==> config.mk <==
export PLATFORM = sky130hd
export DESIGN_NAME = mod_counter_decoder
export DESIGN_NICKNAME = d
export VERILOG_FILES = /design/src/rtl/mod_counter_decoder.sv
export SDC_FILE = /design/constraint.sdc
export NUM_CORES = 1
export LEC_CHECK = 0
export BUFFER_PORTS_ARGS = -buffer_cell sky130_fd_sc_hd__clkbuf_2
export CAP_MARGIN = 20
export CORE_MARGIN = 2
export CORE_UTILIZATION = 48
export DETAILED_ROUTE_END_ITERATION = 10
export PLACE_DENSITY = 0.77
export SLEW_MARGIN = 40
export SYNTH_ARGS = -nofsm -noshare
export SYNTH_HDL_FRONTEND = slang
export SYNTH_SLANG_ARGS = --single-unit
==> constraint.sdc <==
create_clock -name clk -period 2.55 [get_ports clk]
set_clock_uncertainty 0.15 [all_clocks]
set_input_delay 0.51 -clock clk [delete_from_list [all_inputs] [get_ports clk]]
set_output_delay 0.51 -clock clk [all_outputs]
set_load 0.01 [all_outputs]
==> src/rtl/mod_counter_decoder.sv <==
// Modulo-N up/down step counter with run/one-shot sequencer and one-hot decode of the count.
// Optional DEC_OUT_REG_EN: registers dec_out (one-cycle lag); default build decodes combinationally.
module mod_counter_decoder #(
  parameter int unsigned WIDTH   = 3,
  parameter int unsigned MODULUS = 8
) (
  input  logic               clk,
  input  logic               clear,
  input  logic               en,
  input  logic               start,
  input  logic               one_shot,
  input  logic               up,
  input  logic               load,
  input  logic [WIDTH-1:0]   load_val,
  input  logic               dec_en,
  output logic [WIDTH-1:0]   val,
  output logic [MODULUS-1:0] dec_out,
  output logic               tc,
  output logic               busy,
  output logic               done
);

  typedef enum logic [1:0] {IDLE = 2'd0, RUN = 2'd1, DONE = 2'd2} state_t;

  localparam logic [WIDTH-1:0] MAX_VAL = WIDTH'(MODULUS - 1);

  state_t             state, state_next;
  logic [WIDTH-1:0]   val_next;
  logic [WIDTH-1:0]   term;
  logic [WIDTH-1:0]   load_clip;
  logic [WIDTH-1:0]   wrap_val;
  logic               in_range;
  logic               tc_next;
  logic [MODULUS-1:0] dec_c;

  assign term      = up ? MAX_VAL : '0;
  assign wrap_val  = up ? '0 : MAX_VAL;
  assign in_range  = (32'(val) < MODULUS);
  assign load_clip = (32'(load_val) >= MODULUS) ? MAX_VAL : load_val;

  // State register
  always_ff @(posedge clk or posedge clear) begin
    if (clear) state <= IDLE;
    else       state <= state_next;
  end

  // Next state: load overrides the DONE restart and can itself start a run
  always_comb begin
    state_next = state;
    if (load) begin
      if (start)              state_next = RUN;
      else if (state == DONE) state_next = IDLE;
    end else begin
      case (state)
        IDLE:    if (start) state_next = RUN;
        RUN:     if (en && in_range && (val == term) && one_shot) state_next = DONE;
        DONE:    if (start) state_next = RUN;
        default: state_next = IDLE;
      endcase
    end
  end

  // Next count and terminal-count pulse
  always_comb begin
    val_next = val;
    tc_next  = 1'b0;
    if (load) begin
      val_next = load_clip;
    end else begin
      case (state)
        RUN: begin
          if (en) begin
            if (!in_range) begin
              val_next = wrap_val;
            end else if (val == term) begin
              if (!one_shot) val_next = wrap_val;
            end else begin
              val_next = up ? (val + WIDTH'(1)) : (val - WIDTH'(1));
              tc_next  = (val_next == term);
            end
          end
        end
        DONE:    if (start) val_next = wrap_val;
        default: val_next = val;
      endcase
    end
  end

  // Registered outputs; busy/done are decodes of the state being entered
  always_ff @(posedge clk or posedge clear) begin
    if (clear) begin
      val  <= '0;
      tc   <= 1'b0;
      busy <= 1'b0;
      done <= 1'b0;
    end else begin
      val  <= val_next;
      tc   <= tc_next;
      busy <= (state_next == RUN);
      done <= (state_next == DONE);
    end
  end

  // One-hot decode of the registered count
  always_comb begin
    dec_c = '0;
    if (dec_en) begin
      for (int unsigned i = 0; i < MODULUS; i++) begin
        dec_c[i] = (32'(val) == i);
      end
    end
  end

`ifdef DEC_OUT_REG_EN
  always_ff @(posedge clk or posedge clear) begin
    if (clear) dec_out <= '0;
    else       dec_out <= dec_c;
  end
`else
  assign dec_out = dec_c;
`endif

endmodule

---- Word-level counts from Yosys, hierarchy flattened ----
Cells that the tools add are included.
word-level totals
  register bits ........................... 8
  input port bits ......................... 11
  word-level logic and storage cells ...... 50
  output and inout bits ................... 14
cells by class
  equality and inequality tests ........... 16
  reductions and logical operators ........ 7
  mux-type cells .......................... 20
  add/subtract/negate cells ............... 2
operator list
  cell                   count
  $mux W3                8
  $eq A3 B3 Y1 const B   4
  $mux W2                5
  $mux W8                1
  $eq A3 B2 Y1 const B   2
  $eq A3 B3 Y1           2
  $ne A3 B3 Y1 const B   2
  $pmux W3 S2            1
  $eq A2 B1 Y1 const B   2
  $eq A2 B2 Y1 const B   2
  $mux W1                4
  $ne A4 B4 Y1 const B   1
  $pmux W2 S2            1
  $reduce_and A4 Y1      1
  $add A3 B1 Y3 const B  1
  $eq A3 B1 Y1 const B   1
  $logic_not A3 Y1       1
  $reduce_bool A3 Y1     1
  $sub A3 B1 Y3 const B  1
  $logic_and A1 B1 Y1    2
  $logic_not A2 Y1       1
  $reduce_or A2 Y1       1

---- Longest topological paths before layout ----
Gate-level depths: netlist (run 1).
  depth after elaboration ................. 8
  depth in mapped cells ................... 6

---- Worst setup path before layout (run 1) ----
OpenSTA, ideal clock, no wires.
  path type ............................... register to register
  from .................................... register val[0]
  to ...................................... register val[2]
  stages on the path, launching flop included .. 6
  slack ................................... 0.709 ns
  arrival ................................. 1.611 ns
  buffers on the path ..................... 0
  library setup time ...................... 0.079 ns
  required time ........................... 2.321 ns
  path through ............................ dfrtp_1 > ha_1 > ha_1 > o21a_1 > a311o_1 > a2bb2oi_1
on the way
  longest elaborated chain between the ends .. 6
  elaborated cells on any way between the ends .. 10
  those cells by class .................... add/sub (2); eq/ne (2); mux (5); reduce/logical (1)
ends and longest elaborated chain
  item                                            line  text
  start, declared                                 16    output logic [WIDTH-1:0] val,
  start signal, assigned                          97    val <= val_next;
  $sub A3 B1 Y3 or $add A3 B1 Y3 (tied branches)  78    val_next = up ? (val + WIDTH'(1)) : (val - WIDTH'(1));
  $mux W3                                         78
  $mux W3                                         75    end else if (val == term) begin
  $mux W3                                         72    if (en) begin
  $pmux W3 S2                                     70    case (state)
  $mux W3                                         67    if (load) begin
Several ways; a longest one is shown, not always the timed one. The select of a mux whose other input is x is not followed.
A chain may end at the register's enable or synchronous reset.

---- Worst setup path after layout (run 1) ----
  from .................................... register val[0]
  to ...................................... output port dec_out[6]
on the way
  longest elaborated chain between the ends .. 2
ends and longest elaborated chain
  item           line  text
  $eq A3 B3 Y1   109   dec_c[i] = (32'(val) == i);
  $mux W8        107   if (dec_en) begin
  end, declared  17    output logic [MODULUS-1:0] dec_out,
Every way passes these cells.

==> summary.md, run 1 <==
| Metric | Value |
|---|---|
| Hold crit path type | in -> async |
| Clock-pin slew on the worst setup and hold paths | 60 ps |
| Slew Limit Fails | 0 |
| Met2 Usage GRT | 0.320 |
| GP Congestion | 0.841 |
| Final worst slack | 320 ps |
| Rel. slew slack | 0.756 |
| GRT Total Usage | 0.196 |
| Pwr dens | 597 nW/µm² |
| Netlist cell types | 37 |
| Crit path required time | 1890 ps |
| Setup_tns | 0 ps |
| Vias per inst | 5.52 |
| Tightest Pin Transition | 366 ps |
| Cell count after synthesis | 79 |
| HPWL Detailed | 1210 µm |
| Register area share after synthesis | 0.282 |
| Io pins | 25 |
| Syn Nets | 97 |
| Setup violations, final | 0 |
| Synth area leader | dfrtp_1 |
| Clock power frac | 0.204 |
| CP arrival | 1570 ps |
| Place WS | 584 ps |
| Switching Share | 0.401 |
| Top cells by area, synth | dfrtp_1, ha_1, and2_1 |
| Worst vdd ir | 0.294 mV |
| DRC | 0 |
| Sinks on Clock Net | 8 |
| CTS root buf | clkbuf_4 |
| Storage cell area | 200 µm² |
| Post-synth ARST share | 1.00 |
| CTS H-tree lvls | 1 |
| Total core area | 1330 µm² |
| GRT Max-Usage Layer | met2 |
| Post-CTS setup buffers | 0 |
| Combinational share of power | 0.432 |
| Cell family with most CP delay | flip-flops |
| Internal power | 0.000301 W |
| Starting Density | 0.532 |
| Crit path cell chain | inv_1 -> ha_1 -> and3_2 -> clkbuf_2 |
| RSZ-0062 raised after global routing | no |
| Post-route ant nets | 0 |
| Area delta synth->final | 18.5% |
| Initial antenna violation count | 0 |
| Mapped cell area | 709 µm² |
| Clock buffers created by TritonCTS | 3 |
| NumNets Final | 123 |
| GRT met1 Usage | 0.245 |
| Fin crit share | 0.874 |
| Port Buffer Count | 24 |
| Synth Register Bits | 8 |
| Final wirelength | 1570 µm |
| # fillers | 121 |
| Status | completed |
| FP Rows | 13 |
| Critical path's largest stage delay | 550 ps |
| Total vias in the final route | 651 |
| Final Hold Violating Endpoints | 0 |
| WL/cell | 13.3 µm |
| Slowest CP cell | dfrtp_1 |
| Switching pwr | 0.000201 W |
| LEAKAGE | 0.447 nW |
| Reg power frac | 0.364 |
| Pin count of the biggest net entering global routing | 13 |
| Worst-path maximum fanout | 10 |
| Clk_lat worst skew | 260 ps |
| Layout cells sized above 1 | 0.350 |
| Max Clk Rate | 448 MHz |
| N_diodes | 0 |
| CTS tree | built |
| Drt pass-1 iters | 4 |
| Dominant synthesized flop cell | dfrtp_1 |
| Number of global-route vias before repair | 591 |
| Die Span X | 42.4 µm |
| Clock buffer depth | 2 |
| Post-synth EDFFs | 0 |
| Die ar. | 1800 µm² |
| Yosys top cell area share | 0.282 |
| Crit path time final | 2230 ps |
| Buf/Inv on CP | 2 |
| Global-route wire length before repair | 2640 µm |
| First DRT Iteration DRCs | 8 |
| WS Path Type | reg -> out |
| Multi-input combinational cell area | 449 µm² |
| Met3 Resource Use GR | 0.0129 |
| MaxCap Viol Count | 0 |
| Crit end category | output port |
| Critical Path Source Type | register |
| Grt ovf | 0 |
| YS warnings | 0 |
| Post-CTS sizing | 0 |
| Die H | 42.4 µm |
| Post-synth top cells | dfrtp_1, inv_1, ha_1, and2_1, nor2_1 |
| Syn Area/Cell | 8.98 µm² |
| Post-CTS Hold Buffers | 0 |
[logic make-up after synthesis]
logic type	share of synthesized area
fa+ha+maj	0.123
flops	0.282
simple gates	0.287
compound gates	0.198
buf+inv	0.0846
xor+xnor	0.0247
[power by group through the flow]
stage               clock network [W]  registers [W]  logic (W)
floorplan                           0       0.000175   0.000169
global placement                    0       0.000182   0.000215
detailed placement                  0       0.000184   0.000218
CTS                          0.000103       0.000182   0.000219
global route                 0.000110       0.000187   0.000246
finish                       0.000102       0.000183   0.000217
[metal layers]
| layer | routed length, µm | share of wire |
|---|---|---|
| met2 | 731 | 0.47 |
| met1 | 714 | 0.46 |
| met4 | 49 | 0.031 |
| met3 | 74 | 0.047 |
| met5 | 0 | 0 |
[worst paths after layout]
check | startpoint | endpoint | slack [ps] | cells past startpoint
hold reg to reg | state[0] | state[0] | 450 | 1
hold / removal | clear | tc | 20 | 2
setup / recovery | val[0] | dec_out[6] | 320 | 4
max in group asynchronous | clear | state[0] | 1980 | 2
setup reg to reg | val[0] | val[2] | 620 | 5
min in group clk | load_val[0] | val[0] | 400 | 4
[through the flow]
stage	std cells	hold WS (ps)	power, W	cell area [µm²]	utilization
finish	118	21.4	0.000502	841	0.630
global route	118	56.2	0.000542	841	0.630
CTS	118	34.9	0.000503	841	0.630
detailed placement	115	311	0.000402	818	0.614
global placement	115	295	0.000397	818	0.614
floorplan	79	176	0.000344	709	-
[cells in the final DEF, fill, tap and decap left out, types with 2 or more instances in the layout]
master / n
ha_1: 7
clkbuf_2: 24
nor3_1: 2
o21ai_0: 2
dfrtp_1: 8
inv_1: 8
nand3_1: 3
nand2b_1: 2
and3_2: 3
nand2_1: 4
xor2_1: 2
clkbuf_4: 3
and2_1: 5
a21oi_1: 2
a31oi_1: 3
nor2_1: 5
[worst reg2reg max path, delay by kind of cell, from the launching register on]
kind                       cells  cell delay [ps]
DFF                            1              500
adders and majority gates      2              570
AOI/OAI and AO/OA              3              630
[layout make-up]
type | instances | area share
multi-input combinational | 60 | 0.534
clock buffer | 3 | 0.0268
sequential | 8 | 0.238
tap | 15 | 0.0223
inverter | 8 | 0.0357
timing repair buffer | 24 | 0.143
[state kept, by name, summed over array words and instances, names as in the netlist]
register	flops
busy	1
done	1
state	2
tc	1
val	3
(Power assumes the default switching activity.)
==> run 2: changes to the inputs <==
--- a/config.mk
+++ b/config.mk
@@ -11,6 +11,7 @@
 export CORE_UTILIZATION = 48
 export DETAILED_ROUTE_END_ITERATION = 10
 export PLACE_DENSITY = 0.77
+export SETUP_SLACK_MARGIN = 0.4
 export SLEW_MARGIN = 40
 export SYNTH_ARGS = -nofsm -noshare
 export SYNTH_HDL_FRONTEND = slang
==> run 2 against run 1 <==
Compared with the run above:
- clock-buffer cell count stayed put
- clock power hardly changed
- die area stayed put
- final cell count is 1.7% higher
- maximum frequency is 8.0% higher
- critical path depth stayed put
- global-route usage is 0.089 points higher
- routed wire length is 0.25% higher
- register-to-register slack better by 90 ps
- first-iteration DRC count is 38% higher
- critical endpoint is now dec_out[5]
- highest routed layer unchanged
==> summary.md, run 2 (synthesis results as in run 1) <==
| Metric | Value |
|---|---|
| Status | completed |
| Initial antenna violation count | 0 |
| NumNets Final | 125 |
| Combinational share of power | 0.445 |
| GRT Total Usage | 0.197 |
| Most common cell after layout, fill and taps aside | clkbuf_2 |
| Met1 wire length | 711 µm |
| Storage cell area | 203 µm² |
| Vias per inst | 5.61 |
| Regs by FF count | val x3, state x2 |
| MaxCap Viol Count | 0 |
| First DRT Iteration DRCs | 11 |
| CTS root buf | clkbuf_4 |
| Most frequent cells in the layout | clkbuf_2, inv_1, ha_1 |
| Clk_lat worst skew | 260 ps |
| CP arrival | 1400 ps |
| Slew Limit Fails | 0 |
| HPWL Detailed | 1210 µm |
| Post-CTS Hold Buffers | 0 |
| RSZ-0062 raised after global routing | no |
| Post-route ant nets | 0 |
| Total core area | 1330 µm² |
| Reg power frac | 0.352 |
| Worst vdd ir | 0.300 mV |
| Port Buffer Count | 24 |
| Layout cells sized above 1 | 0.381 |
| Setup_tns | 0 ps |
| Hold crit path type | in -> async |
| DRC | 0 |
| Final Hold Violating Endpoints | 0 |
| Clock buffer depth | 2 |
| Clock power frac | 0.203 |
| Pin count of the biggest net entering global routing | 13 |
| LEAKAGE | 0.455 nW |
| Max Clk Rate | 485 MHz |
| Crit end category | output port |
| Global-route wire length before repair | 2650 µm |
| Metal3 WL | 64 µm |
| Multi-input combinational cell area | 449 µm² |
| Total vias in the final route | 673 |
| CTS tree | built |
| Starting Density | 0.532 |
| Largest register FFs | 3 |
| Overall power | 0.000513 W |
| Area delta synth->final | 21.0% |
| Die H | 42.4 µm |
| Tightest Pin Transition | 362 ps |
| Crit path time final | 2060 ps |
| Grt ovf | 0 |
| WS Path Type | reg -> out |
| Switching pwr | 0.000204 W |
| Clock buffers created by TritonCTS | 3 |
| Rel. slew slack | 0.759 |
| Sinks on Clock Net | 8 |
| # fillers | 118 |
| Slowest CP cell | dfrtp_2 |
| Critical Path Source Type | register |
| Uppermost routed layer | met4 |
| Fin crit share | 0.809 |
| Clock-pin slew on the worst setup and hold paths | 70 ps |
| Cell family with most CP delay | flip-flops |
| CTS H-tree lvls | 1 |
| Crit path required time | 1890 ps |
| Crit path cell chain | buf_4 -> ha_1 -> and3_2 -> clkbuf_2 |
| Internal power | 0.000309 W |
| WL/cell | 13.1 µm |
| Register-to-register setup slack | 710 ps |
| GP Congestion | 0.841 |
| N_diodes | 0 |
| Pwr dens | 598 nW/µm² |
| Worst-path maximum fanout | 7 |
| Drt pass-1 iters | 4 |
| Io pins | 25 |
| Die Span X | 42.4 µm |
| Final wirelength | 1570 µm |
| FP Rows | 13 |
| Die ar. | 1800 µm² |
| Number of global-route vias before repair | 591 |
| Top reg by flops | val |
| DR WL met2 | 747 µm |
| Setup violations, final | 0 |
| Buf/Inv on CP | 2 |
| Switching Share | 0.398 |
| Critical path's largest stage delay | 450 ps |
-- run 2: changes by cell type in the layout (fill, tap and decap cells not counted) --
| cell | before | now |
|---|---|---|
| buf_4 | 0 | 2 |
| dfrtp_1 | 8 | 6 |
| dfrtp_2 | 0 | 2 |
-- run 2: what timing repair did --
| item | CTS | global route |
|---|---|---|
| gates resized for setup | 1 | 1 |
| endpoints found under the setup margin | 2 | 5 |
| buffers inserted | 0 | 2 |
-- run 2: area by class of cell --
| cell class | instances | area share |
|---|---|---|
| timing repair buffer | 26 | 0.157 |
| tap | 15 | 0.0219 |
| inverter | 8 | 0.0350 |
| clock buffer | 3 | 0.0262 |
| sequential | 8 | 0.236 |
| multi-input combinational | 60 | 0.523 |
-- run 2: routing by layer --
layer,vias up,track usage
met5,-,0
met4,0,0.131
met3,4,0.0129
met2,20,0.320
met1,305,0.248
li1,344,-
-- run 2: worst paths after layout --
check                                 start    endpoint  cells past startpoint
worst min register to register     state[0]    state[0]                      1
worst max-delay path                 val[0]  dec_out[5]                      4
worst max register to register       val[2]      val[2]                      5
max in group asynchronous             clear      val[1]                      2
worst min-delay path                  clear          tc                      2
min in group clk                load_val[0]      val[0]                      4
-- run 2: per-stage QoR --
step / hold WS [ps] / std cells / cell area (µm²) / setup slack (ps) / utilization
global route: 52.9 / 120 / 858 / 420 / 0.644
finish: 17.6 / 120 / 858 / 486 / 0.644
floorplan: 176 / 79 / 709 / 709 / -
CTS: 34.8 / 118 / 842 / 438 / 0.631
global placement: 295 / 115 / 818 / 590 / 0.614
detailed placement: 311 / 115 / 818 / 584 / 0.614
-- run 2: power by group through the flow --
stage	clock network (W)	registers [W]	logic, W
3_5_place_dp	0	0.000184	0.000218
5_1_grt	0.000111	0.000186	0.000257
2_1_floorplan	0	0.000175	0.000169
4_1_cts	0.000103	0.000182	0.000219
6_report	0.000104	0.000181	0.000228
3_3_place_gp	0	0.000182	0.000215
